**src/rtl/part1_sequencer.sv**
```systemverilog
// part1_sequencer: drives a valid/ready byte stream into the part1 solver's four-phase
// data_valid/data_ack handshake, accumulating per-line results and recovering from data_error.
module part1_sequencer #(
   parameter int SUM_W   = 48,
   parameter int TIMEOUT = 1024,
   parameter int CNT_W   = 16
) (
   input  logic             clk,
   input  logic             rst,
   input  logic             start,
   input  logic [7:0]       src_data,
   input  logic             src_valid,
   input  logic             src_last,
   output logic             src_ready,
   output logic [7:0]       data_in,
   output logic             data_valid,
   input  logic             data_ack,
   input  logic [31:0]      result,
   input  logic             result_ready,
   input  logic             data_error,
   output logic             error_clear,
   output logic [SUM_W-1:0] total,
   output logic [CNT_W-1:0] line_count,
   output logic [CNT_W-1:0] error_count,
   output logic             busy,
   output logic             done,
   output logic             timeout_err,
   output logic             overflow
);

   localparam int                WAIT_W     = $clog2(TIMEOUT + 1);
   localparam logic [WAIT_W-1:0] WAIT_LIMIT = WAIT_W'(TIMEOUT - 1);
   localparam logic [7:0]        NEWLINE    = 8'h0A;

   typedef enum logic [2:0] {
      S_IDLE     = 3'd0,
      S_FETCH    = 3'd1,
      S_DRIVE    = 3'd2,
      S_WAIT_RES = 3'd3,
      S_RELEASE  = 3'd4,
      S_CLR_ERR  = 3'd5,
      S_SKIP     = 3'd6,
      S_DONE     = 3'd7
   } state_t;

   state_t            state_r;
   state_t            next_s;
   logic [WAIT_W-1:0] wait_cnt_r;
   logic              last_r;
   logic              timeout_s;
   logic              expired_s;
   logic              wait_state_s;
   logic              start_ok_s;
   logic              accum_s;
   logic              err_hit_s;
   logic              dv_nx_s;
   logic              clr_nx_s;
   logic              busy_nx_s;
   logic              done_nx_s;
   logic [SUM_W:0]    sum_s;

   assign wait_state_s = (state_r == S_DRIVE) || (state_r == S_WAIT_RES) ||
                         (state_r == S_RELEASE) || (state_r == S_CLR_ERR);
   assign expired_s    = (wait_cnt_r == WAIT_LIMIT);
   assign start_ok_s   = start && ((state_r == S_IDLE) || (state_r == S_DONE));
   assign err_hit_s    = data_error && ((state_r == S_DRIVE) || (state_r == S_WAIT_RES) ||
                                        (state_r == S_RELEASE));
   assign accum_s      = (state_r == S_WAIT_RES) && result_ready && !data_error;
   // Extra top bit captures the carry out of total for the sticky overflow flag
   assign sum_s        = {1'b0, total} + {{(SUM_W - 31){1'b0}}, result};

   // State register
   always_ff @(posedge clk or posedge rst) begin
      if (rst) begin
         state_r <= S_IDLE;
      end else begin
         state_r <= next_s;
      end
   end

   // Next-state logic; data_error outranks every other exit, the timeout ranks last
   always_comb begin
      next_s    = state_r;
      timeout_s = 1'b0;
      case (state_r)
         S_IDLE, S_DONE: begin
            if (start) next_s = S_FETCH;
            else       next_s = state_r;
         end
         S_FETCH: begin
            if (src_valid) next_s = S_DRIVE;
            else           next_s = S_FETCH;
         end
         S_DRIVE: begin
            if (data_error) begin
               next_s = S_CLR_ERR;
            end else if (data_ack) begin
               if (data_in == NEWLINE) next_s = S_WAIT_RES;
               else                    next_s = S_RELEASE;
            end else if (expired_s) begin
               next_s    = S_DONE;
               timeout_s = 1'b1;
            end else begin
               next_s = S_DRIVE;
            end
         end
         S_WAIT_RES: begin
            if (data_error) begin
               next_s = S_CLR_ERR;
            end else if (result_ready) begin
               next_s = S_RELEASE;
            end else if (expired_s) begin
               next_s    = S_DONE;
               timeout_s = 1'b1;
            end else begin
               next_s = S_WAIT_RES;
            end
         end
         S_RELEASE: begin
            if (data_error) begin
               next_s = S_CLR_ERR;
            end else if (!data_ack) begin
               if (last_r) next_s = S_DONE;
               else        next_s = S_FETCH;
            end else if (expired_s) begin
               next_s    = S_DONE;
               timeout_s = 1'b1;
            end else begin
               next_s = S_RELEASE;
            end
         end
         S_CLR_ERR: begin
            if (!data_error && !data_ack) begin
               if (last_r)                  next_s = S_DONE;
               else if (data_in == NEWLINE) next_s = S_FETCH;
               else                         next_s = S_SKIP;
            end else if (expired_s) begin
               next_s    = S_DONE;
               timeout_s = 1'b1;
            end else begin
               next_s = S_CLR_ERR;
            end
         end
         S_SKIP: begin
            if (src_valid && src_last)                 next_s = S_DONE;
            else if (src_valid && src_data == NEWLINE) next_s = S_FETCH;
            else                                       next_s = S_SKIP;
         end
         default: begin
            next_s = S_IDLE;
         end
      endcase
   end

   // Output decode: src_ready from the current state, the rest from the next state so they register cleanly
   always_comb begin
      src_ready = 1'b0;
      dv_nx_s   = 1'b0;
      clr_nx_s  = 1'b0;
      busy_nx_s = 1'b0;
      done_nx_s = 1'b0;
      case (state_r)
         S_FETCH, S_SKIP: src_ready = 1'b1;
         default:         src_ready = 1'b0;
      endcase
      case (next_s)
         S_IDLE: begin
            busy_nx_s = 1'b0;
         end
         S_DONE: begin
            done_nx_s = 1'b1;
         end
         S_DRIVE, S_WAIT_RES: begin
            dv_nx_s   = 1'b1;
            busy_nx_s = 1'b1;
         end
         S_CLR_ERR: begin
            clr_nx_s  = 1'b1;
            busy_nx_s = 1'b1;
         end
         default: begin
            busy_nx_s = 1'b1;
         end
      endcase
   end

   // Wait counter restarts on every state change and runs only while waiting on part1
   always_ff @(posedge clk or posedge rst) begin
      if (rst) begin
         wait_cnt_r <= {WAIT_W{1'b0}};
      end else if (next_s != state_r) begin
         wait_cnt_r <= {WAIT_W{1'b0}};
      end else if (wait_state_s) begin
         wait_cnt_r <= wait_cnt_r + WAIT_W'(1);
      end else begin
         wait_cnt_r <= wait_cnt_r;
      end
   end

   // Registered handshake outputs, byte capture, accumulators and sticky flags
   always_ff @(posedge clk or posedge rst) begin
      if (rst) begin
         data_in     <= 8'h00;
         last_r      <= 1'b0;
         data_valid  <= 1'b0;
         error_clear <= 1'b0;
         busy        <= 1'b0;
         done        <= 1'b0;
         total       <= {SUM_W{1'b0}};
         line_count  <= {CNT_W{1'b0}};
         error_count <= {CNT_W{1'b0}};
         timeout_err <= 1'b0;
         overflow    <= 1'b0;
      end else begin
         data_valid  <= dv_nx_s;
         error_clear <= clr_nx_s;
         busy        <= busy_nx_s;
         done        <= done_nx_s;
         if (state_r == S_FETCH && src_valid) begin
            data_in <= src_data;
            last_r  <= src_last;
         end
         if (start_ok_s) begin
            total       <= {SUM_W{1'b0}};
            line_count  <= {CNT_W{1'b0}};
            error_count <= {CNT_W{1'b0}};
            timeout_err <= 1'b0;
            overflow    <= 1'b0;
         end else begin
            if (accum_s) begin
               total      <= sum_s[SUM_W-1:0];
               line_count <= line_count + CNT_W'(1);
               if (sum_s[SUM_W]) overflow <= 1'b1;
            end
            if (err_hit_s) error_count <= error_count + CNT_W'(1);
            if (timeout_s) timeout_err <= 1'b1;
         end
      end
   end

endmodule

```
**config.mk**
```make
export PLATFORM = sky130hd
export DESIGN_NAME = part1_sequencer
export DESIGN_NICKNAME = d
export VERILOG_FILES = /design/src/rtl/part1_sequencer.sv
export SDC_FILE = /design/constraint.sdc
export NUM_CORES = 1
export LEC_CHECK = 0
export CELL_PAD_IN_SITES_DETAIL_PLACEMENT = 1
export CELL_PAD_IN_SITES_GLOBAL_PLACEMENT = 1
export CORE_ASPECT_RATIO = 0.8
export CORE_UTILIZATION = 39
export CTS_BUF_LIST = sky130_fd_sc_hd__clkbuf_16
export DETAILED_ROUTE_END_ITERATION = 10
export HOLD_SLACK_MARGIN = 0.08
export MAX_ROUTING_LAYER = met4
export PLACE_DENSITY_LB_ADDON = 0.3
export SLEW_MARGIN = 5
export SYNTH_ARGS = -nofsm -noshare
export SYNTH_HDL_FRONTEND = slang
export SYNTH_SLANG_ARGS = --single-unit
```
**constraint.sdc**
```tcl
create_clock -name clk -period 5.1 [get_ports clk]
set_input_delay 1.02 -clock clk [delete_from_list [all_inputs] [get_ports clk]]
set_output_delay 1.02 -clock clk [all_outputs]
set_load 0.02 [all_outputs]
```
=== After elaboration in Yosys (flattened, before gate mapping) ===
Index checks and enable logic that the tools add are counted.

* Reduce and logical (&&, ||, !) cells: 26
* $add $sub $neg: 4
* Mux-type cells: 47
* Equal/unequal tests: 15

{| class="wikitable"
|+ Operator list
! cell !! number
|-
| 48-bit two-way mux || 2
|-
| 16-bit two-way mux || 4
|-
| 48-bit by 32-bit adder with 49-bit output || 1
|-
| 3-bit two-way mux || 16
|-
| 16-bit by 1-bit adder with 16-bit output (second input constant) || 2
|-
| 11-bit two-way mux || 2
|-
| 3-bit one-hot mux with 7 select lines || 1
|-
| 3-bit == test (second input constant) || 6
|-
| 1-bit two-way mux || 18
|-
| 8-bit by 4-bit == test with 1-bit output (second input constant) || 2
|-
| 3-bit by 2-bit == test with 1-bit output (second input constant) || 4
|-
| 11-bit by 1-bit adder with 11-bit output (second input constant) || 1
|-
| 11-bit by 10-bit == test with 1-bit output (second input constant) || 1
|-
| 2-bit nonzero test || 5
|-
| 1-bit logical AND || 8
|-
| 2-bit OR reduction || 4
|-
| 3-bit zero test || 2
|-
| 2-bit two-way mux || 3
|-
| 1-bit logical OR || 4
|-
| 1-bit one-hot mux with 4 select lines || 1
|-
| 3-bit by 1-bit == test with 1-bit output (second input constant) || 1
|-
| 3-bit inequality test || 1
|-
| 1-bit zero test || 2
|-
| 2-bit AND reduction || 1
|}

* Register bits: 109
* Bits of input ports: 48
* Output and inout bits: 95

=== Longest topological paths before layout ===
Gate-level depths: netlist (run 1).

* Depth after elaboration: 8
* Mapped depth: 12

=== Worst setup path after synthesis (run 1) ===
OpenSTA, ideal clock, no wires.

* Kind: input -> register
* Start point: in result[15]
* End point: reg total[42]
* Stages on the path: 12
* Required time: 5.021 ns
* Path slack: 1.399 ns
* Arrival: 3.621 ns
* Path buffers: 3
* Cells stage by stage: ha_1 -> buf_6 -> and4_4 -> buf_6 -> nor2b_4 -> o311a_1 -> o41a_1 -> o31a_1 -> a221o_1 -> buf_6 -> nand4_1 -> mux2i_1

* Longest elaborated chain between the ends: 3

{| class="wikitable"
|+ Ends and longest elaborated chain
! what !! RTL line !! RTL
|-
| start, declared || 18 || <nowiki>input logic [31:0] result,</nowiki>
|-
| 48-bit by 32-bit adder with 49-bit output || 70 || <nowiki>assign sum_s = {1'b0, total} + {{(SUM_W - 31){1'b0}}, result};</nowiki>
|-
| 48-bit two-way mux || 230 || <nowiki>if (accum_s) begin</nowiki>
|-
| 48-bit two-way mux || 223 || <nowiki>if (start_ok_s) begin</nowiki>
|-
| end signal, assigned || 209 || <nowiki>total <= {SUM_W{1'b0}};</nowiki>
|-
| end signal, assigned || 224 || <nowiki>total <= {SUM_W{1'b0}};</nowiki>
|-
| end signal, assigned || 231 || <nowiki>total <= sum_s[SUM_W-1:0];</nowiki>
|-
| end, declared || 22 || <nowiki>output logic [SUM_W-1:0] total,</nowiki>
|}

No other way between the ends. The select of a mux whose other input is x is not followed.
A chain may end at the register's enable or synchronous reset.

=== Worst setup path in the final report (run 1) ===
* Start point: in result[0]
* End point: reg total[44]

Same word-level chain as after synthesis.

==> results of run 1 <==
==> cell families (layout without fill, tap and decap cells) <==
kind of cell             Yosys count  in the layout
AND/OR/NAND/NOR                  295            295
AO/OA/AOI/OAI                    196            196
flip-flops                       109            109
XOR/XNOR                          62             62
buffers and inverters             47            180
adder cells (fa/ha/maj)           36             36
multiplexers                      15             15
==> sequential cells by signal, indices dropped and copies added, names as in the netlist <==
register / flops
timeout_err: 1
data_valid: 1
data_in: 8
done: 1
state_r: 3
last_r: 1
wait_cnt_r: 11
error_count: 16
line_count: 16
overflow: 1
total: 48
busy: 1
error_clear: 1
==> layout by cell type, fill, tap and decap left out, types with 4 or more instances in the layout <==
master             n
buf_4              8
ha_1              35
o41ai_1            4
inv_1             13
a211oi_1          10
mux2i_1            6
nand2b_1           6
o211ai_1           6
o21ai_1            8
and3_1            12
mux2_2             9
nor2_1            70
nor2b_1            6
nor3_1            10
xor2_1            44
nor3b_1            8
a211o_1            4
a31o_1             4
o21ai_0           46
dfrtp_1          109
and2_1             4
clkdlybuf4s50_1  142
a21oi_1           54
xnor2_1           18
a21o_1             9
and4_1             4
nand3_1           41
clkbuf_16          9
o21a_1             9
or3_1             16
nand2_1           77
nand4_1           20
==> area by class of cell <==
class / instances / share of cell area
Inverter: 14 / 0.00625
Multi-Input combinational cell: 604 / 0.446
Clock buffer: 9 / 0.0256
Timing Repair Buffer: 150 / 0.168
Sequential cell: 109 / 0.310
Clock inverter: 7 / 0.0132
Tap cell: 220 / 0.0313
==> where the power goes <==
| part | internal, µW | leakage (µW) | switching [µW] |
|---|---|---|---|
| logic | 942 | 0.00209 | 1300 |
| clock network | 444 | 0.000165 | 365 |
| registers | 1050 | 0.00148 | 236 |
| total | 2440 | 0.00373 | 1900 |
==> cells in the mapped netlist, drive strengths merged (4+ instances only) <==
cell type	number	area [µm²]
dfrtp	109	2730
nand2	77	289
nor2	70	263
a21oi	55	287
o21ai	55	275
xor2	44	385
nand3	43	220
ha	35	438
clkbuf	21	78.8
nand4	20	125
xnor2	18	158
or3	16	100
inv	14	52.6
and3	12	75.1
buf	12	78.8
a211oi	10	75.1
nor3	10	50.1
a21o	9	67.6
mux2	9	101
o21a	9	67.6
nor3b	8	60.1
nor2b	7	51.3
mux2i	6	60.1
nand2b	6	37.5
o211ai	6	45.0
and4	5	46.3
a211o	4	35.0
a31o	4	35.0
and2	4	25.0
o41ai	4	35.0
==> worst max-delay path: cells and delay by family <==
kind,cells,cell delay (ps)
AOI/OAI and AO/OA,8,2390
adders and majority gates,2,680
buffers and inverters,1,420
==> how the worst max path moves through the flow <==
stage	startpoint	cells after the start	slack, ps	endpoint
final	result[0]	11	870	total[44]$_DFFE_PP0P_
after global routing	data_error	10	660	total[46]$_DFFE_PP0P_
after CTS	result[0]	11	880	total[44]$_DFFE_PP0P_
after detailed placement	result[0]	11	530	total[44]$_DFFE_PP0P_
after global placement	result[0]	11	620	total[44]$_DFFE_PP0P_
after floorplan	rst	1	1210	busy$_DFF_PP0_
==> per-stage QoR <==
stage                     instances  utilization  hold WS, ps  power (µW)
after floorplan                 760            -          505        2730
after global placement         1097        0.502          497        3440
after detailed placement       1097        0.502          510        3510
after CTS                      1113        0.522          526        4360
after global routing           1113        0.522          572        4640
final                          1113        0.522          520        4330
==> per-layer routing <==
metal	share of wire	wire, µm	global-route usage
met4	0.011	235	0.0612
met5	0	0	-
met3	0.038	782	0.0355
met2	0.46	9610	0.378
met1	0.49	10200	0.349
==> results_dict.tcl, run 1 <==
set metrics [dict create \
    status "completed" \
    synthXorXnorAreaFrac 0.0792 \
    grt_usage 0.249 \
    antenna_found_initial 0 \
    postRouteAntennaNets 0 \
    core_area_um2 16900 \
    cp_data_required_time_ps 5390 \
    syn_inst 760 \
    drc 0 \
    power_density_nw_per_um2 492 \
    min_period_over_period 0.830 \
    hold_start "total[14]$_DFFE_PP0P_" \
    nNetsFinal 972 \
    critPathLaunchType "input port" \
    dpl_worst_slack_ps 528 \
    areaGrowthSynthToFinish_pct 28.5 \
    rrSetupSlack_ps 1560 \
    dpl_cell_area_um2 8470 \
    ios 143 \
    hold_viol 0 \
    setup_slack_ps 866 \
    drv_cap 0 \
    multi_input_area_um2 3930 \
    fin_crit_ps 4230 \
    vias_per_cell 5.72 \
    worstMarginPinSlew_ps 1140 \
    cts.sinks 109 \
    syn_area_um2 6860 \
    syn_nets 844 \
    synthSimpleGateAreaFrac 0.215 \
    syn_area_per_cell_um2 9.02 \
    slew_viol_final 0 \
    postCtsSetupRepairBufs 0 \
    synthAdderAreaFrac 0.0668 \
    ys_seq_area_frac 0.398 \
    synth-compound-area-share 0.187 \
    drive_above_1_share 0.0504 \
    worst_hold_path.endpoint "total[14]$_DFFE_PP0P_" \
    wl_per_cell_um 18.7 \
    cts_resized 0 \
    synth.distinct_cells 70 \
    crit_path_max_fanout 13 \
    synth-edff-count 0 \
    setup-violations-final 0 \
    ys_seq_elements 109 \
    insertion_delay_ps 360 \
    tns_ps 0 \
    endpoint_kind "register" \
    hpwlAfterDp_mm 15.3 \
    cts.clk_slew.worst_paths_ps 80 \
    worst-setup-path-type "in2reg" \
    drt_iter0_drc 330 \
    grt_pass1_vias 6587 \
    grt_max_degree 46 \
    fmax_ghz 0.236 \
    nFillCells 1914 \
    reg2reg_to "total[44]$_DFFE_PP0P_" \
    htreeDepth 3 \
    r2r-start "total[0]$_DFFE_PP0P_" \
    grt_overflow 0 \
    crit_slowest_cell "a221o_1" \
    p_leak_uw 0.00373 \
    slowest_delay_ps 550 \
    rsz0062_at_grt "false" \
    rows 42 \
    async_flop_share 1.00 \
    initial_core_util 0.406 \
    cts-root-buf "clkbuf_16" \
    grt_pass1_wl_mm 34.7 \
    cts-buffers-inserted 9 \
    clockBufferDepth 2 \
    hold_depth 2 \
    dieArea_um2 18100 \
    synthMuxAreaShare 0.0235 \
    hp-class "reg2reg" \
    finClkSkew_ps 14.9 \
    yosys_warnings 0 \
    routabilityCongestion 0.901 \
    final-seq-area_um2 2730 \
    routed_wirelength_mm 20.8 \
    firstDrtPassIters 5 \
    slew_headroom 0.235 \
    portBuffers 142 \
    cts_tree "yes" \
    ys.flop_type "dfrtp_1" \
    ir_worst_vdd_uv 275 \
    dieHeight_um 121 \
    arrival_ps 4520 \
    synth_top_family_by_area "simple AND/OR/NAND/NOR gates" \
    worst-r2r-cell-count 10 \
    vias 6368 \
    stdcell_area_um2 8810 \
    ctsHoldBuffers 0 \
    antenna_cells 0 \
    worstPathCellList "clkdlybuf4s50_1 > ha_1 > fa_1 > a211oi_1 > o21a_1 > a2111oi_0 > o41a_1 > o31a_1 > a221o_1 > a31o_1 > a21oi_1" \
    die_w_um 150 \
]
(Power assumes the default switching activity.)
==> run 2, diff against run 1 <==
CORE_UTILIZATION = 35   (was 39)
clock period = 3.83 ns   (was 5.1 ns; I/O delays follow)
==> results_dict.tcl, run 2 (synthesis results as in run 1) <==
set metrics [dict create \
    drt_iter0_drc 306 \
    ir_worst_vdd_uv 308 \
    arrival_ps 3930 \
    hp-class "reg2reg" \
    setup-violations-final 0 \
    rows 45 \
    dieArea_um2 20200 \
    cts_tree "yes" \
    dpl_worst_slack_ps -315 \
    routabilityCongestion 0.867 \
    insertion_delay_ps 360 \
    p_leak_uw 0.00390 \
    drv_cap 0 \
    grt_max_degree 60 \
    finClkSkew_ps 9.33 \
    fmax_ghz 0.274 \
    nNetsFinal 1010 \
    worstMarginPinSlew_ps 696 \
    endpoint_kind "register" \
    hold_viol 0 \
    postRouteAntennaNets 0 \
    rrSetupSlack_ps 590 \
    hold_depth 2 \
    cp_data_required_time_ps 4100 \
    drive_above_1_share 0.0945 \
    hold_start "total[14]$_DFFE_PP0P_" \
    slew_headroom 0.533 \
    reg2reg_to "total[42]$_DFFE_PP0P_" \
    drc 0 \
    worst_hold_path.endpoint "total[14]$_DFFE_PP0P_" \
    power_uw 5880 \
    status "completed" \
    wl_per_cell_um 17.6 \
    cts-buffers-inserted 9 \
    antenna_found_initial 0 \
    largest_registers "total (48), error_count (16), line_count (16)" \
    cts.sinks 109 \
    largest_register_ffs 48 \
    initial_core_util 0.359 \
    worst-r2r-cell-count 11 \
    worstPathCellList "clkdlybuf4s50_1 > ha_1 > fa_2 > a211oi_2 > o21a_2 > a2111oi_0 > o41a_1 > o31a_1 > a221o_1 > buf_4 > nand4_1 > mux2i_1" \
    dpl_cell_area_um2 8790 \
    die_w_um 158 \
    antenna_cells 0 \
    areaGrowthSynthToFinish_pct 33.1 \
    portBuffers 142 \
    vias_per_cell 5.36 \
    stdcell_area_um2 9120 \
    slew_viol_final 0 \
    crit_slowest_cell "clkdlybuf4s50_1" \
    core_area_um2 19100 \
    largest_register "total" \
    clockBufferDepth 2 \
    setup_slack_ps 175 \
    grt_pass1_wl_mm 34.2 \
    routed_wirelength_mm 21.0 \
    ios 143 \
    hold_ws_ps 526 \
    grt_pass1_vias 6445 \
    final_cell_mix "142 x clkdlybuf4s50_1, 109 x dfrtp_1, 77 x nand2_1" \
    crit_path_max_fanout 13 \
    vias 6373 \
    cts.clk_slew.worst_paths_ps 80 \
    fin_crit_ps 3650 \
    final_common_cell "clkdlybuf4s50_1" \
    dieHeight_um 127 \
    firstDrtPassIters 4 \
    tns_ps 0 \
    hpwlAfterDp_mm 15.6 \
    min_period_over_period 0.954 \
    worst-setup-path-type "in2reg" \
    htreeDepth 3 \
    grt_overflow 0 \
    power_density_nw_per_um2 645 \
    r2r-start "total[0]$_DFFE_PP0P_" \
    grt_usage 0.221 \
    critPathLaunchType "input port" \
    cts-root-buf "clkbuf_16" \
    slowest_delay_ps 410 \
]
## run 2: cell types whose count changed in the layout (fill, tap and decap cells not counted), sizes merged
| cell | before | now |
|---|---|---|
| buf | 8 | 46 |
| clkinv | 3 | 5 |
| bufinv | 2 | 0 |
## run 2: worst max path at each step
stage	from	to	slack, ps
after floorplan	rst	busy$_DFF_PP0_	190
after global placement	result[0]	total[44]$_DFFE_PP0P_	-290
after CTS	result[0]	total[42]$_DFFE_PP0P_	30
after detailed placement	result[0]	total[38]$_DFFE_PP0P_	-320
final	result[0]	total[42]$_DFFE_PP0P_	180
after global routing	result[0]	total[42]$_DFFE_PP0P_	-10
## run 2: worst max-delay path: cells and delay by family
kind	cells	cell delay [ps]
buffers and inverters	2	610
muxes	1	210
AOI/OAI and AO/OA	6	1590
adders and majority gates	2	630
and+or+nand+nor	1	120
## run 2: power breakdown
group / switching [µW] / total, µW / internal, µW
clock network: 508 / 977 / 469
logic: 1790 / 3220 / 1440
registers: 280 / 1680 / 1400
## run 2: routing by layer
layer,part of all wire,track usage,vias to the layer above
li1,-,-,3091
met1,0.51,0.315,3132
met2,0.44,0.335,136
met3,0.043,0.0353,14
met4,0.0072,0.0356,0
met5,0,-,-
## run 2: timing repair
action | CTS | global route
resized for setup | 0 | 4
hold buffers | 0 | 0
setup buffers | 0 | 1
setup endpoints to repair | 0 | 10
## run 2: stage by stage
| step | utilization | cells |
|---|---|---|
| after floorplan | - | 760 |
| after global placement | 0.461 | 1172 |
| after detailed placement | 0.461 | 1172 |
| after CTS | 0.477 | 1188 |
| after global routing | 0.478 | 1189 |
| final | 0.478 | 1189 |
## run 2: area by class of cell
type | instances | area, µm²
repair buffers | 188 | 1770
fillers | 2216 | 9960
well taps | 258 | 323
clock inverters | 7 | 86.3
inverters | 14 | 55.1
clock buffers | 9 | 225
flip-flops and latches | 109 | 2730
multi-input cells | 604 | 3940
==> patch 1: new RTL, flow settings as in run 2 <==
Make the reset (`rst`) synchronous in 3 clocked blocks.
--- a/src/rtl/part1_sequencer.sv
+++ b/src/rtl/part1_sequencer.sv
@@ -70,7 +70,7 @@
    assign sum_s        = {1'b0, total} + {{(SUM_W - 31){1'b0}}, result};
 
    // State register
-   always_ff @(posedge clk or posedge rst) begin
+   always_ff @(posedge clk) begin
       if (rst) begin
          state_r <= S_IDLE;
       end else begin
@@ -185,7 +185,7 @@
    end
 
    // Wait counter restarts on every state change and runs only while waiting on part1
-   always_ff @(posedge clk or posedge rst) begin
+   always_ff @(posedge clk) begin
       if (rst) begin
          wait_cnt_r <= {WAIT_W{1'b0}};
       end else if (next_s != state_r) begin
@@ -198,7 +198,7 @@
    end
 
    // Registered handshake outputs, byte capture, accumulators and sticky flags
-   always_ff @(posedge clk or posedge rst) begin
+   always_ff @(posedge clk) begin
       if (rst) begin
          data_in     <= 8'h00;
          last_r      <= 1'b0;
Check against the original RTL: differs if rst is asserted again (counterexample within 4 cycles, from zero or initial values and one cycle with rst high); with rst held inactive, the same outputs for 4 cycles.
==> patch 1 against run 2 <==
- cell area is 3.9% lower
- hold slack got worse by 0.053 ns
- clock skew fell by 0.0023 ns
- wire length is 0.54% lower
- worst setup slack gained 0.047 ns
- area after synthesis decreased by 2.1%
- sequential cell count did not move
Power is not compared: it rests on default switching activity, and its combinational part moved more than twofold at a synthesized area within 25%.
==> patch 1: results (changes against run 2) <==
stage,metric,value,unit,change
yosys,seq_area_frac_synth,0.325,,was 0.398
final_layout,drive_gt1_frac,0.0739,,was 0.0945
cts,clk_pin_slew,0.08,ns,about the same
routing,first_pass_iters,4,,unchanged
yosys,yosysTopAreaCell,dfxtp_1,,was dfrtp_1
cts,postCtsSetupRepairBufs,0,,unchanged
yosys,yosys-top-cells-count,"nand2_1, dfxtp_1, a21oi_1",,"was dfrtp_1, nand2_1, nor2_1"
global_routing,antenna_found_initial,0,,unchanged
min_path,min_path_cells,2,,unchanged
final_layout,fill_cells,2245,,was 2216
routing,avgViaCountPerCell,5.40,,was 5.36
cts,cts_buffers,9,,unchanged
cts,htree_levels,3,,unchanged
routing,drt_iter0_drc,298,,was 306
routing,wl_met2,8940,µm,was 9230 µm
placed_design,pre_cts_slack,-0.0929,ns,was -0.315 ns
final_layout,n_antenna_cell,0,,unchanged
setup_path,r2r_start,total[0],,unchanged
final_layout,nNetsFinal,1067,,was 1010
yosys,async_reset_ff_frac,0,,was 1.00
min_path,hold_class,flip-flop to flip-flop,,unchanged
final_layout,top_regs,"total: 48 flops, error_count: 16 flops, line_count: 16 flops",,unchanged
routing,drt-total-wl,20800,µm,was 21000 µm
global_routing,grt_pass1_wl,33800,µm,was 34200 µm
setup_path,r2r_slack,0.72,ns,was 0.59 ns
global_routing,grt_util_all_layers,0.219,,was 0.221
placed_design,port_buffers,142,,unchanged
sta,setup_viol,0,,unchanged
placed_design,dp_hpwl,15600,µm,about the same
placed_design,gp_congestion,0.887,,was 0.867
sta,worst_pin_slew,0.941,ns,was 0.696 ns
run_status,outcome,completed,,unchanged
min_path,holdPathEnd,total[22],,was total[14]
routing,wl_met1,10600,µm,was 10700 µm
yosys,yosysWarnings,0,,unchanged
min_path,min_from,total[22],,was total[14]
setup_path,worstReg2RegEnd,total[30],,was total[42]
placed_design,placed_area,8480,µm²,was 8790 µm²
pwr,p_leak,0.00331,µW,
yosys,synth_cell_types,77,,was 70
sta,finClkSkew,0.00706,ns,was 0.00933 ns
cts,clk_path_buf_depth,2,,unchanged
yosys,syn_nets,922,,was 844
global_routing,grt_max_degree,48,,was 60
routing,top_layer_used,met4,,unchanged
pwr,irDropWorstVdd,0.197,mV,
setup_path,r2r_cells,11,,unchanged
routing,dr_wl_met3,1020,µm,was 893 µm
yosys,synth_area_leaders,"dfxtp_1, ha_1, a21oi_1",,"was dfrtp_1, ha_1, xor2_1"
cts,cts_resized,0,,unchanged
setup_path,cp_max_fo,5,,was 13
global_routing,grt_pass1_vias,6566,,was 6445
setup_path,arrival,3.86,ns,was 3.93 ns
cts,cts-root-buf,clkbuf_16,,unchanged
==> patch 1: cell count changes in the layout (fill, tap and decap cells not counted), sizes merged, moves of 10 or more <==
cell   delta
o21ai    -14
dfxtp   +109
xor2     -11
buf      -12
and3     +12
a21o     +17
nand2    +35
dfrtp   -109
a21oi    +31
nor3     +10
==> patch 1: cell families after synthesis <==
family                   after synthesis  share of synthesized area
flip-flops                           109                      0.325
adder cells (fa/ha/maj)               36                     0.0682
AND/OR/NAND/NOR                      349                      0.258
AO/OA/AOI/OAI                        222                      0.220
buffers and inverters                 59                     0.0445
XOR/XNOR                              54                     0.0705
multiplexers                           9                     0.0134
==> patch 1: critical path, stage by stage <==
cell	delay, ns
clkdlybuf4s50_1	0.40
ha_1	0.25
fa_1	0.42
a211oi_1	0.23
buf_4	0.15
o21ai_0	0.08
a221o_1	0.33
o2bb2ai_1	0.24
a41o_1	0.38
a31oi_1	0.28
nor4_1	0.08
a211o_1	0.24
==> patch 1: worst max-delay path by stage <==
| stage | from | end | slack (ns) | cells after the start |
|---|---|---|---|---|
| 2_1_floorplan | result[0] | overflow | 0.54 | 11 |
| 3_3_place_gp | result[0] | total[28] | -0.02 | 12 |
| 3_5_place_dp | result[0] | total[30] | -0.09 | 12 |
| 4_1_cts | result[0] | total[30] | 0.26 | 12 |
| 5_1_grt | result[0] | total[30] | 0.04 | 12 |
| 6_report | result[0] | total[30] | 0.22 | 12 |
==> patch 1: final cells by class <==
type	instances	area, µm²	share of cell area
tap	253	317	0.0361
clock buffer	9	225	0.0257
timing repair buffer	176	1680	0.191
inverter	17	63.8	0.00728
sequential	109	2180	0.249
multi-input combinational	670	4240	0.484
clock inverter	7	63.8	0.00728
==> patch 1: power breakdown <==
part           switching [µW]  internal [µW]  total, µW
Sequential               79.4           1180       1260
Clock                     492            457        949
Combinational             548            352        901
==> patch 1: routing by layer <==
metal / vias up / global-route usage
li1: 3321 / -
met1: 3211 / 0.304
met2: 145 / 0.324
met3: 20 / 0.0444
met4: 0 / 0.0536
met5: - / -
==> patch 1: per-stage QoR <==
step	cells	hold slack, ns
global placement	1225	0.460
detailed placement	1225	0.465
CTS	1241	0.476
floorplan	838	0.459
global route	1241	0.503
finish	1241	0.473
==> patch 2: new RTL, config.mk and constraints of run 2 <==
Made on the original files. Change the parameter `CNT_W` from 16 to 14.
--- a/src/rtl/part1_sequencer.sv
+++ b/src/rtl/part1_sequencer.sv
@@ -3,7 +3,7 @@
 module part1_sequencer #(
    parameter int SUM_W   = 48,
    parameter int TIMEOUT = 1024,
-   parameter int CNT_W   = 16
+   parameter int CNT_W   = 14
 ) (
    input  logic             clk,
    input  logic             rst,
Interface: changed (resized error_count and line_count); port bits go from 143 to 139. The function was not compared with the original's and may differ.
==> patch 2 against run 2 <==
- sequential cell count down 4
- count of clock-buffer cells in the layout stayed put
- sequential share of layout area grew 0.59 points
- combinational power shrank 6.2%
- hold slack worse by 0.017 ns
- power decreased by 5.6%
- fmax up 7.9%
- clock power decreased by 9.0%
- clock skew up 0.00095 ns
- wire length down 6.8%
- worst setup slack improved by 0.27 ns
- cell area down 5.5%
- area after synthesis is 3.7% lower
- critical path type unchanged
==> patch 2: results (changes against run 2) <==
stage,metric,value,unit,change
run_status,outcome,completed,,unchanged
placed_design,pre_cts_slack,0.108,ns,was -0.315 ns
final_layout,drive_gt1_frac,0.0624,,was 0.0945
pwr,p_leak,0.00366,µW,was 0.00390 µW
yosys,syn_nets,823,,was 844
global_routing,antenna_found_initial,0,,unchanged
min_path,hold_class,flip-flop to flip-flop,,unchanged
global_routing,grt_pass1_vias,6114,,was 6445
cts,clk_path_buf_depth,2,,unchanged
setup_path,cp_max_fo,9,,was 13
yosys,yosys-top-cells-count,"dfrtp_1, nand2_1, nor2_1",,unchanged
sta,finClkSkew,0.0103,ns,was 0.00933 ns
placed_design,port_buffers,138,,was 142
sta,worst_pin_slew,0.644,ns,was 0.696 ns
yosys,synth_area_leaders,"dfrtp_1, ha_1, xor2_1",,unchanged
cts,cts_buffers,9,,unchanged
routing,drt_iter0_drc,281,,was 306
final_layout,nNetsFinal,960,,was 1010
cts,postCtsSetupRepairBufs,0,,unchanged
setup_path,r2r_slack,0.87,ns,was 0.59 ns
global_routing,grt_pass1_wl,32600,µm,was 34200 µm
placed_design,gp_congestion,0.843,,was 0.867
final_layout,top_regs,"total: 48 flops, error_count: 14 flops, line_count: 14 flops",,"was total: 48 flops, error_count: 16 flops, line_count: 16 flops"
yosys,seq_area_frac_synth,0.398,,about the same
cts,cts-root-buf,clkbuf_16,,unchanged
pwr,internal-power,3100,µW,was 3300 µW
sta,hold_slack,0.510,ns,was 0.526 ns
routing,first_pass_iters,4,,unchanged
yosys,async_reset_ff_frac,1.00,,unchanged
global_routing,grt_max_degree,58,,was 60
global_routing,grt_util_all_layers,0.215,,was 0.221
routing,wl_per_cell,17.2,µm,was 17.6 µm
final_layout,fill_cells,2163,,was 2216
sta,setup_viol,0,,unchanged
pwr,irDropWorstVdd,0.279,mV,was 0.308 mV
cts,cts_resized,0,,unchanged
routing,avgViaCountPerCell,5.35,,was 5.36
cts,clk_pin_slew,0.08,ns,about the same
setup_path,arrival,3.67,ns,was 3.93 ns
placed_design,dp_hpwl,14500,µm,was 15600 µm
cts,htree_levels,3,,unchanged
yosys,synth_cell_types,65,,was 70
sta,period_share,0.885,,was 0.954
yosys,yosysWarnings,0,,unchanged
cts,worst_skew_pair.late_latency,0.35,ns,
final_layout,n_antenna_cell,0,,unchanged
==> patch 2: cell types whose count changed in the layout (fill, tap and decap cells not counted), sizes merged, moves of 6 or more <==
| cell | change |
|---|---|
| buf | -29 |
| xnor2 | +12 |
| or3 | -11 |
| a21o | +7 |
| a21oi | -7 |
| nor2 | +7 |
| xor2 | -7 |
| nor3 | +6 |
==> patch 2: final timing paths <==
check	start	cells past startpoint	to
setup / recovery	result[7]	10	total[45]
hold / removal	timeout_err	2	timeout_err
setup reg to reg	total[7]	9	total[45]
hold reg to reg	timeout_err	2	timeout_err
max in group asynchronous	rst	3	error_count[2]
min in group asynchronous	rst	2	line_count[5]
==> patch 2: layer usage <==
metal,vias up,track usage,share of wire
li1,2963,-,-
met2,103,0.315,0.44
met1,2986,0.308,0.52
met5,-,-,0
met4,0,0.0461,0.0087
met3,11,0.0386,0.039
==> patch 2: metrics by stage <==
step / cells / cell area, µm²
finish: 1134 / 8620
global route: 1134 / 8620
CTS: 1134 / 8620
detailed placement: 1118 / 8350
global placement: 1118 / 8350
floorplan: 739 / 6610
==> patch 2: power groups by stage <==
stage | registers, µW | logic [µW] | clock network, µW
after floorplan | 1850 | 1680 | 0
after global placement | 1660 | 2970 | 0
after detailed placement | 1660 | 3000 | 0
after CTS | 1650 | 3020 | 916
after global routing | 1690 | 3320 | 960
final | 1650 | 3020 | 889
==> patch 2: area by class of cell <==
cell class / count / area share
timing repair buffer: 155 / 0.178
multi-input combinational: 597 / 0.445
clock inverter: 7 / 0.00537
tap: 253 / 0.0367
inverter: 8 / 0.00377
clock buffer: 9 / 0.0261
sequential: 105 / 0.305
==> patch 2: worst max-delay path, stage by stage <==
cell and delay, ns:
clkdlybuf4s50_1 0.42, ha_1 0.38, nand2_2 0.10, o21a_1 0.22, o21a_1 0.23, a2111o_1 0.50
a21oi_4 0.27, o2111ai_4 0.24, a211oi_1 0.32, mux2i_1 0.21
==> patch 2: kinds of logic (layout without fill, tap and decap cells) <==
kind of cell / count (synthesis) / count (layout) / synth area share
simple gates: 296 / 296 / 0.216
buf+inv: 37 / 179 / 0.0225
xor+xnor: 67 / 67 / 0.0888
mux: 15 / 15 / 0.0244
compound gates: 183 / 183 / 0.181
flops: 105 / 105 / 0.398
fa+ha+maj: 36 / 36 / 0.0693
